**config.mk**
```make
export PLATFORM = sky130hd
export DESIGN_NAME = adc128s102_scan_ctrl
export DESIGN_NICKNAME = d
export VERILOG_FILES = /design/src/rtl/adc128s102_scan_ctrl.sv
export SDC_FILE = /design/constraint.sdc
export NUM_CORES = 1
export LEC_CHECK = 0
export CAP_MARGIN = 20
export CORE_UTILIZATION = 60
export DETAILED_ROUTE_END_ITERATION = 8
export PLACE_DENSITY = 0.77
export SYNTH_ARGS = -nofsm -noshare
export SYNTH_HDL_FRONTEND = slang
export SYNTH_SLANG_ARGS = --single-unit
```
**constraint.sdc**
```tcl
create_clock -name sys_clk -period 10.05 [get_ports sys_clk]
set_clock_uncertainty 0.1 [all_clocks]
set_input_delay 2.01 -clock sys_clk [delete_from_list [all_inputs] [get_ports sys_clk]]
set_output_delay 2.01 -clock sys_clk [all_outputs]
set_load 0.02 [all_outputs]
```
**src/rtl/adc128s102_scan_ctrl.sv**
```systemverilog
// adc128s102_scan_ctrl
// Scan sequencer and SPI master for the ADC128S102 (8 channels, 12 bits).
// A one-cycle start in IDLE with a nonzero ch_mask runs one CS-low burst.
// The burst converts every enabled channel in ascending order. It holds
// N+1 frames: the ADC returns the previous frame's address, so frame 0 is
// discarded and a dummy frame repeats the last channel to collect its result.
//
// Ports:
//   sys_clk, reset   system clock, synchronous active-high reset
//   start, ch_mask   scan request (IDLE only) and channel-enable mask
//   busy             high while a burst is in progress
//   data_valid       one-cycle result strobe with data_ch/data_out/frame_err
//   sdout            ADC DOUT
//   sclk_out, cs_out, sdin   ADC SCLK (idles high), CS (active low), DIN
//
// Optional feature: define ADC_FRAME_CHECK_EN to flag frames whose four
// leading DOUT bits are not zero (frame_err). When it is not defined,
// frame_err is tied low.
module adc128s102_scan_ctrl #(
  parameter int CLK_DIV   = 2,
  parameter int BURST_GAP = 4
) (
  input  logic        sys_clk,
  input  logic        reset,
  input  logic        start,
  input  logic [7:0]  ch_mask,
  output logic        busy,
  output logic        data_valid,
  output logic [2:0]  data_ch,
  output logic [11:0] data_out,
  output logic        frame_err,
  input  logic        sdout,
  output logic        sclk_out,
  output logic        cs_out,
  output logic        sdin
);

  localparam logic [7:0] DIV_LAST = 8'(CLK_DIV - 1);
  localparam logic [7:0] GAP_LAST = 8'(BURST_GAP - 1);
`ifdef ADC_FRAME_CHECK_EN
  localparam int SHIFT_W = 16;
`else
  localparam int SHIFT_W = 12;
`endif

  typedef enum logic [2:0] {S_IDLE, S_CS_SETUP, S_SHIFT, S_FRAME_END, S_GAP} state_t;

  // Control word: channel address in bits[13:11], all other bits zero.
  function automatic logic [15:0] ctrl_word(input logic [2:0] ch);
    return {2'b00, ch, 11'b000_0000_0000};
  endfunction

  // Channel addressed by frame k; the dummy frame k==n repeats the last entry.
  function automatic logic [2:0] frame_ch(input logic [7:0][2:0] list,
                                          input logic [3:0] n,
                                          input logic [3:0] k);
    logic [2:0] last;
    last = n[2:0] - 3'd1;
    if (k < n) begin
      return list[k[2:0]];
    end else begin
      return list[last];
    end
  endfunction

  state_t               r_state, w_state;
  logic [7:0]           r_div, w_div;
  logic [4:0]           r_half, w_half;   // SCLK half-period index: even=low, odd=high
  logic [3:0]           r_frame, w_frame;
  logic [3:0]           r_n, w_n;
  logic [7:0][2:0]      r_list, w_list;
  logic [3:0]           w_mask_n;
  logic [7:0][2:0]      w_mask_list;
  logic [SHIFT_W-1:0]   r_shift, w_shift;
  logic                 r_busy, w_busy;
  logic                 r_valid, w_valid;
  logic [2:0]           r_ch, w_ch;
  logic [11:0]          r_dout, w_dout;
  logic                 r_sclk, w_sclk;
  logic                 r_cs, w_cs;
  logic                 r_sdin, w_sdin;
  logic [15:0]          w_word, w_word_next, w_word0;
`ifdef ADC_FRAME_CHECK_EN
  logic                 r_err, w_err;
`endif

  // Compact ch_mask into an ascending channel list and count its entries.
  always_comb begin
    w_mask_list = '0;
    w_mask_n    = 4'd0;
    for (int i = 0; i < 8; i++) begin
      if (ch_mask[i]) begin
        w_mask_list[w_mask_n[2:0]] = 3'(i);
        w_mask_n = w_mask_n + 4'd1;
      end else begin
        w_mask_n = w_mask_n;
      end
    end
  end

  // Next-state and next-output logic for the scan FSM.
  always_comb begin
    w_state     = r_state;
    w_div       = r_div;
    w_half      = r_half;
    w_frame     = r_frame;
    w_n         = r_n;
    w_list      = r_list;
    w_shift     = r_shift;
    w_busy      = r_busy;
    w_valid     = 1'b0;
    w_ch        = r_ch;
    w_dout      = r_dout;
    w_sclk      = r_sclk;
    w_cs        = r_cs;
    w_sdin      = r_sdin;
`ifdef ADC_FRAME_CHECK_EN
    w_err       = r_err;
`endif
    w_word      = ctrl_word(frame_ch(r_list, r_n, r_frame));
    w_word_next = ctrl_word(frame_ch(r_list, r_n, r_frame + 4'd1));
    w_word0     = ctrl_word(w_mask_list[0]);
    case (r_state)
      S_IDLE: begin
        if (start && (ch_mask != 8'd0)) begin
          w_state = S_CS_SETUP;
          w_list  = w_mask_list;
          w_n     = w_mask_n;
          w_frame = 4'd0;
          w_div   = 8'd0;
          w_busy  = 1'b1;
          w_cs    = 1'b0;
          w_sclk  = 1'b1;
          w_sdin  = w_word0[15];
        end else begin
          w_state = S_IDLE;
        end
      end
      S_CS_SETUP: begin
        if (r_div == DIV_LAST) begin
          w_state = S_SHIFT;
          w_div   = 8'd0;
          w_half  = 5'd0;
          w_sclk  = 1'b0;
          w_sdin  = w_word[15];
        end else begin
          w_div = r_div + 8'd1;
        end
      end
      S_SHIFT: begin
        if (r_div != DIV_LAST) begin
          w_div = r_div + 8'd1;
        end else if (r_half == 5'd31) begin
          // Whole frame shifted in; frame 0 carries stale data and is dropped.
          w_div   = 8'd0;
          w_state = S_FRAME_END;
          if (r_frame != 4'd0) begin
            w_valid = 1'b1;
            w_ch    = frame_ch(r_list, r_n, r_frame - 4'd1);
            w_dout  = r_shift[11:0];
`ifdef ADC_FRAME_CHECK_EN
            w_err   = |r_shift[15:12];
`endif
          end else begin
            w_valid = 1'b0;
          end
        end else if (!r_half[0]) begin
          // Low phase ends: SCLK rises, capture DOUT.
          w_div   = 8'd0;
          w_half  = r_half + 5'd1;
          w_sclk  = 1'b1;
          w_shift = {r_shift[SHIFT_W-2:0], sdout};
        end else begin
          // High phase ends: SCLK falls into period p = r_half[4:1]+1, drive bit 15-p.
          w_div  = 8'd0;
          w_half = r_half + 5'd1;
          w_sclk = 1'b0;
          w_sdin = w_word[4'd14 - r_half[4:1]];
        end
      end
      S_FRAME_END: begin
        w_div  = 8'd0;
        w_half = 5'd0;
        if (r_frame < r_n) begin
          // Next frame follows immediately with CS still low.
          w_state = S_SHIFT;
          w_frame = r_frame + 4'd1;
          w_sclk  = 1'b0;
          w_sdin  = w_word_next[15];
        end else begin
          w_state = S_GAP;
          w_cs    = 1'b1;
          w_sclk  = 1'b1;
          w_sdin  = 1'b0;
        end
      end
      S_GAP: begin
        if (r_div == GAP_LAST) begin
          w_state = S_IDLE;
          w_busy  = 1'b0;
        end else begin
          w_div = r_div + 8'd1;
        end
      end
      default: begin
        w_state = S_IDLE;
        w_busy  = 1'b0;
        w_cs    = 1'b1;
        w_sclk  = 1'b1;
        w_sdin  = 1'b0;
      end
    endcase
  end

  // State and output registers with synchronous reset.
  always_ff @(posedge sys_clk) begin
    if (reset) begin
      r_state <= S_IDLE;
      r_div   <= 8'd0;
      r_half  <= 5'd0;
      r_frame <= 4'd0;
      r_n     <= 4'd0;
      r_list  <= '0;
      r_shift <= '0;
      r_busy  <= 1'b0;
      r_valid <= 1'b0;
      r_ch    <= 3'd0;
      r_dout  <= 12'd0;
      r_sclk  <= 1'b1;
      r_cs    <= 1'b1;
      r_sdin  <= 1'b0;
`ifdef ADC_FRAME_CHECK_EN
      r_err   <= 1'b0;
`endif
    end else begin
      r_state <= w_state;
      r_div   <= w_div;
      r_half  <= w_half;
      r_frame <= w_frame;
      r_n     <= w_n;
      r_list  <= w_list;
      r_shift <= w_shift;
      r_busy  <= w_busy;
      r_valid <= w_valid;
      r_ch    <= w_ch;
      r_dout  <= w_dout;
      r_sclk  <= w_sclk;
      r_cs    <= w_cs;
      r_sdin  <= w_sdin;
`ifdef ADC_FRAME_CHECK_EN
      r_err   <= w_err;
`endif
    end
  end

  assign busy       = r_busy;
  assign data_valid = r_valid;
  assign data_ch    = r_ch;
  assign data_out   = r_dout;
  assign sclk_out   = r_sclk;
  assign cs_out     = r_cs;
  assign sdin       = r_sdin;
`ifdef ADC_FRAME_CHECK_EN
  assign frame_err  = r_err;
`else
  assign frame_err  = 1'b0;
`endif

endmodule

```
==> tab_implementation.tex <==
\begin{tabular}{lr}
\hline
Metric & Value \\
\hline
\multicolumn{2}{l}{\textbf{Outcome}} \\
\quad Status & completed \\
\multicolumn{2}{l}{\textbf{Power and ir drop}} \\
\quad Total power density per cell area & 197 nW/um\^{}2 \\
\quad Static leakage power & 2.28 nW \\
\quad Net load switching power & 0.000492 W \\
\quad Comb pwr share & 45.0\% \\
\quad Pint & 0.000710 W \\
\quad Reg power frac & 34.7\% \\
\quad Fraction of power consumed by the clock network & 20.3\% \\
\quad Switching power as a share of total power & 40.9\% \\
\quad VDD IR-drop max & 95.3 uV \\
\multicolumn{2}{l}{\textbf{Hold path}} \\
\quad Endpoint of the worst hold path & r\_n[1]\$\_SDFFE\_PP0P\_ \\
\quad Hold path startpoint & r\_n[1]\$\_SDFFE\_PP0P\_ \\
\quad Cell depth of the worst hold path & 2 \\
\quad Min-delay worst type & register to register \\
\multicolumn{2}{l}{\textbf{Setup path}} \\
\quad CP Cell Sequence & clkdlybuf4s50\_1 -> inv\_1 -> fa\_1 -> xor2\_1 -> inv\_2 -> ha\_1 -> nand2\_1 -> o21ai\_1 -> nor2\_1 -> inv\_1 -> ha\_1 -> nand2b\_1 -> o31ai\_1 -> inv\_1 -> ha\_1 -> nand2\_1 -> xor2\_1 -> xnor2\_1 -> nor2\_1 -> a32oi\_2 -> or4\_1 -> o311ai\_1 \\
\quad Critical setup path kind & primary input to register \\
\quad Register-to-Register Setup Slack & 6.81 ns \\
\quad Crit path max fanout & 11 \\
\quad Worst reg2reg path startpoint & r\_frame[0]\$\_SDFFE\_PP0P\_ \\
\quad Endpoint of the worst register-to-register path & data\_ch[0]\$\_SDFFE\_PP0P\_ \\
\quad WP data required & 10.21 ns \\
\quad Endpoint type of the worst setup path & register \\
\quad Data arrival time at the worst-slack endpoint & 7.73 ns \\
\quad R2r worst-path depth & 11 \\
\quad CP startpoint kind & primary input \\
\quad Crit-path max cell delay & 0.72 ns \\
\quad Crit path max-delay cell type & sky130\_fd\_sc\_hd\_\_clkdlybuf4s50\_1 \\
\multicolumn{2}{l}{\textbf{Detailed routing}} \\
\quad Via density per instance & 6.17 \\
\quad Number of routed nets with antenna violations & 0 \\
\quad Drt wl/cell & 17.4 um \\
\quad Vias & 4747 \\
\quad Initial DRT Pass Iterations & 5 \\
\quad Final routed DRC violation total & 0 \\
\quad First DRT Iteration DRCs & 282 \\
\quad Routed wire length & 13400 um \\
\multicolumn{2}{l}{\textbf{STA}} \\
\quad Shortest clock period the worst path allows after layout & 7.57 ns \\
\quad Max-slew headroom & 37.2\% \\
\quad Setup total negative slack & 0 ns \\
\quad Hold Worst Slack & 0.363 ns \\
\quad Transition time of the tightest slew-check pin & 0.942 ns \\
\quad Period utilization & 75.4\% \\
\quad Total count of hold-check failures in the final report & 0 \\
\quad Setup repair after global routing missed its margin & no \\
\quad Final count of negative-setup-slack endpoints & 0 \\
\quad Count of pins over their slew limit & 0 \\
\quad FMAX & 0.132 GHz \\
\multicolumn{2}{l}{\textbf{Logic synthesis}} \\
\quad Ys async rst share & 0\% \\
\quad Count of flip-flops with a built-in enable after synthesis & 0 \\
\quad Main combinational cell family by area after synthesis & simple AND/OR/NAND/NOR gates \\
\quad Synth warnings & 0 \\
\quad Nets in the synthesized netlist & 684 \\
\quad Synthesized-area fraction occupied by xor and xnor cells & 7.07\% \\
\quad Leading register cell type out of synthesis & sky130\_fd\_sc\_hd\_\_dfxtp\_1 \\
\quad Multiplexer fraction of the synthesized cell area & 15.0\% \\
\quad Post-synth cell types & 78 \\
\quad Fraction of the mapped netlist area in simple logic gates & 20.1\% \\
\quad Compound-Gate Fraction of Synth Area & 17.3\% \\
\quad Number of cells produced by synthesis & 645 \\
\quad Cell area after synthesis & 5650 um\^{}2 \\
\quad Register area share after synthesis & 28.4\% \\
\quad Post-synthesis sequential element count & 80 \\
\quad Post-Synthesis Mean Instance Area & 8.76 um\^{}2 \\
\quad Arithmetic-cell share of the synthesized area counting full adders, half adders and majority gates & 6.11\% \\
\multicolumn{2}{l}{\textbf{Clocking}} \\
\quad Insertion delay of the later-clocked pin in the worst-skew pair & 0.36 ns \\
\quad Post-CTS clock slew at the launch and capture registers of the worst setup and hold paths & 0.08 ns \\
\quad Count of clock tree sinks & 80 \\
\quad Number of instances resized during post-cts repair & 0 \\
\quad Max H-tree Level & 3 \\
\quad CTS tree & built \\
\quad Post-CTS setup buffer count & 0 \\
\quad CTS Buf Count & 9 \\
\quad Count of hold-fix buffers inserted at cts & 0 \\
\quad Buffer depth of the longest clock path & 2 \\
\quad Clock root buffer master & sky130\_fd\_sc\_hd\_\_clkbuf\_8 \\
\multicolumn{2}{l}{\textbf{Floorplanning}} \\
\quad Die Span X & 99.0 um \\
\quad Overall die area & 9800 um\^{}2 \\
\quad Number of ports placed on the die boundary & 33 \\
\quad Starting Density & 61.4\% \\
\quad Placeable core area & 9200 um\^{}2 \\
\quad Placement Rows & 35 \\
\quad Height of the die & 99.0 um \\
\multicolumn{2}{l}{\textbf{Cells and area}} \\
\quad Ant diodes & 0 \\
\quad Number of nets in the layout & 692 \\
\quad Share of post-route cells with drive strength above 1 & 9.42\% \\
\quad Fin area & 6090 um\^{}2 \\
\quad Area added between synthesis and finish & 7.86\% \\
\multicolumn{2}{l}{\textbf{Place}} \\
\quad Detail Placement HPWL & 10200 um \\
\quad Routability congestion estimate & 0.938 \\
\quad Count of input and output buffers & 31 \\
\quad Standard cell area after detailed placement & 5890 um\^{}2 \\
\multicolumn{2}{l}{\textbf{Global route}} \\
\quad Met2 capacity usage during global routing & 50.4\% \\
\quad GR Util met1 & 34.9\% \\
\quad Routing layer with the top usage in global route & met2 \\
\quad Vias in the first global route & 4530 \\
\quad Largest net degree at the start of global routing & 76 \\
\quad Global routing met3 resource utilization & 4.11\% \\
\quad Initial antenna violation count & 0 \\
\quad First-pass GRT wire length & 22400 um \\
\quad Overall global routing resource usage & 29.1\% \\
\quad Total gr overflow & 0 \\
\multicolumn{2}{l}{\textbf{Job}} \\
\quad Number of violations of the max-capacitance limit & 0 \\
\hline
\end{tabular}
## cell usage after synthesis (all sizes together) (7+ instances only)
cell type | number | share of area [%]
mux4 | 18 | 7.2
dfxtp | 80 | 28
xor2 | 14 | 2.2
a21o | 8 | 1.1
a21oi | 25 | 2.3
ha | 26 | 5.8
buf | 12 | 1.3
a211oi | 19 | 2.5
nand2b | 16 | 1.8
nor2b | 9 | 1.0
o21ai | 17 | 1.5
inv | 24 | 1.6
nor2 | 99 | 6.6
xnor2 | 16 | 2.7
and2 | 7 | 0.82
clkbuf | 28 | 3.1
and3 | 8 | 0.97
mux2i | 44 | 7.8
nand2 | 43 | 2.9
nand3 | 19 | 1.9
nor3 | 15 | 1.3
a311oi | 8 | 1.2
## power groups by stage
stage	combinational, W	sequential [W]	clock [W]
floorplan	0.000440	0.000398	0
global placement	0.000525	0.000419	0
detailed placement	0.000536	0.000422	0
CTS	0.000538	0.000415	0.000249
global route	0.000596	0.000423	0.000265
finish	0.000541	0.000417	0.000244
## cell usage in the layout (no fill, tap or decap), types with 4 or more instances in the layout
master                            instances
sky130_fd_sc_hd__o31ai_1                  6
sky130_fd_sc_hd__a21boi_0                 4
sky130_fd_sc_hd__and3_1                   7
sky130_fd_sc_hd__mux4_2                  18
sky130_fd_sc_hd__nand2b_1                16
sky130_fd_sc_hd__nor2_1                  99
sky130_fd_sc_hd__nand3_1                 18
sky130_fd_sc_hd__nor2b_1                  8
sky130_fd_sc_hd__o22ai_1                  4
sky130_fd_sc_hd__ha_1                    26
sky130_fd_sc_hd__nand2_1                 42
sky130_fd_sc_hd__buf_4                    6
sky130_fd_sc_hd__mux2i_1                 44
sky130_fd_sc_hd__nor4_1                   5
sky130_fd_sc_hd__or3_1                    5
sky130_fd_sc_hd__o21ai_0                 15
sky130_fd_sc_hd__inv_1                   23
sky130_fd_sc_hd__and2_1                   5
sky130_fd_sc_hd__a21o_1                   8
sky130_fd_sc_hd__nor3_1                  15
sky130_fd_sc_hd__a311oi_1                 8
sky130_fd_sc_hd__clkbuf_8                 9
sky130_fd_sc_hd__a211oi_1                19
sky130_fd_sc_hd__clkdlybuf4s50_1         30
sky130_fd_sc_hd__a21oi_1                 24
sky130_fd_sc_hd__a31oi_1                  6
sky130_fd_sc_hd__xor2_1                  14
sky130_fd_sc_hd__xnor2_1                 14
sky130_fd_sc_hd__o21a_1                   6
sky130_fd_sc_hd__dfxtp_1                 80
## logic make-up (layout without fill, tap and decap cells)
kind of cell | count (synthesis) | after routing
adder cells (fa/ha/maj) | 27 | 27
flip-flops | 80 | 80
multiplexers | 62 | 62
XOR/XNOR | 35 | 35
AO/OA/AOI/OAI | 137 | 137
AND/OR/NAND/NOR | 239 | 239
buffers and inverters | 64 | 77
other | 1 | 1
## state kept, by name, summed over array words and instances (netlist names)
name,count
r_list,24
data_out,12
r_shift,12
r_div,8
r_half,5
r_frame,4
r_n,4
data_ch,3
r_state,3
busy,1
cs_out,1
data_valid,1
sclk_out,1
sdin,1
## critical path: cells and delay by family
kind | cells | cell delay, ns
compound gates | 4 | 0.51
buf+inv | 5 | 1.29
xor+xnor | 3 | 1.05
fa+ha+maj | 4 | 1.56
simple gates | 6 | 1.31
## layout make-up
| class | instances | area (um^2) |
|---|---|---|
| Timing Repair Buffer | 37 | 350 |
| Clock inverter | 7 | 80.1 |
| Multi-Input combinational cell | 501 | 3710 |
| Fill cell | 819 | 3100 |
| Clock buffer | 9 | 124 |
| Inverter | 24 | 90.1 |
| Tap cell | 111 | 139 |
| Sequential cell | 80 | 1600 |
## per-layer routing
| metal | routed length [um] | part of all wire [%] |
|---|---|---|
| met1 | 5680 | 42 |
| met2 | 6650 | 50 |
| met3 | 524 | 3.9 |
| met4 | 551 | 4.1 |
| met5 | 0 | 0 |
## per-stage QoR
step	setup slack, ns	power, W	std cells	util [%]
4_1_cts	2.55	0.00120	769	66.2
5_1_grt	2.01	0.00128	769	66.2
6_report	2.48	0.00120	769	66.2
3_3_place_gp	2.46	0.000943	753	64.0
3_5_place_dp	2.19	0.000958	753	64.0
2_1_floorplan	3.46	0.000839	645	-
## worst max-delay path by stage
stage               slack [ns]             endpoint        from  cells past startpoint
floorplan                 3.46  r_n[3]$_SDFFE_PP0P_  ch_mask[0]                     24
global placement          2.46  r_n[3]$_SDFFE_PP0P_  ch_mask[2]                     22
detailed placement        2.19  r_n[3]$_SDFFE_PP0P_  ch_mask[2]                     22
CTS                       2.55  r_n[3]$_SDFFE_PP0P_  ch_mask[2]                     22
global route              2.01  r_n[3]$_SDFFE_PP0P_  ch_mask[2]                     22
finish                    2.48  r_n[3]$_SDFFE_PP0P_  ch_mask[2]                     22
Note: power is estimated with default switching activity, not from simulation.
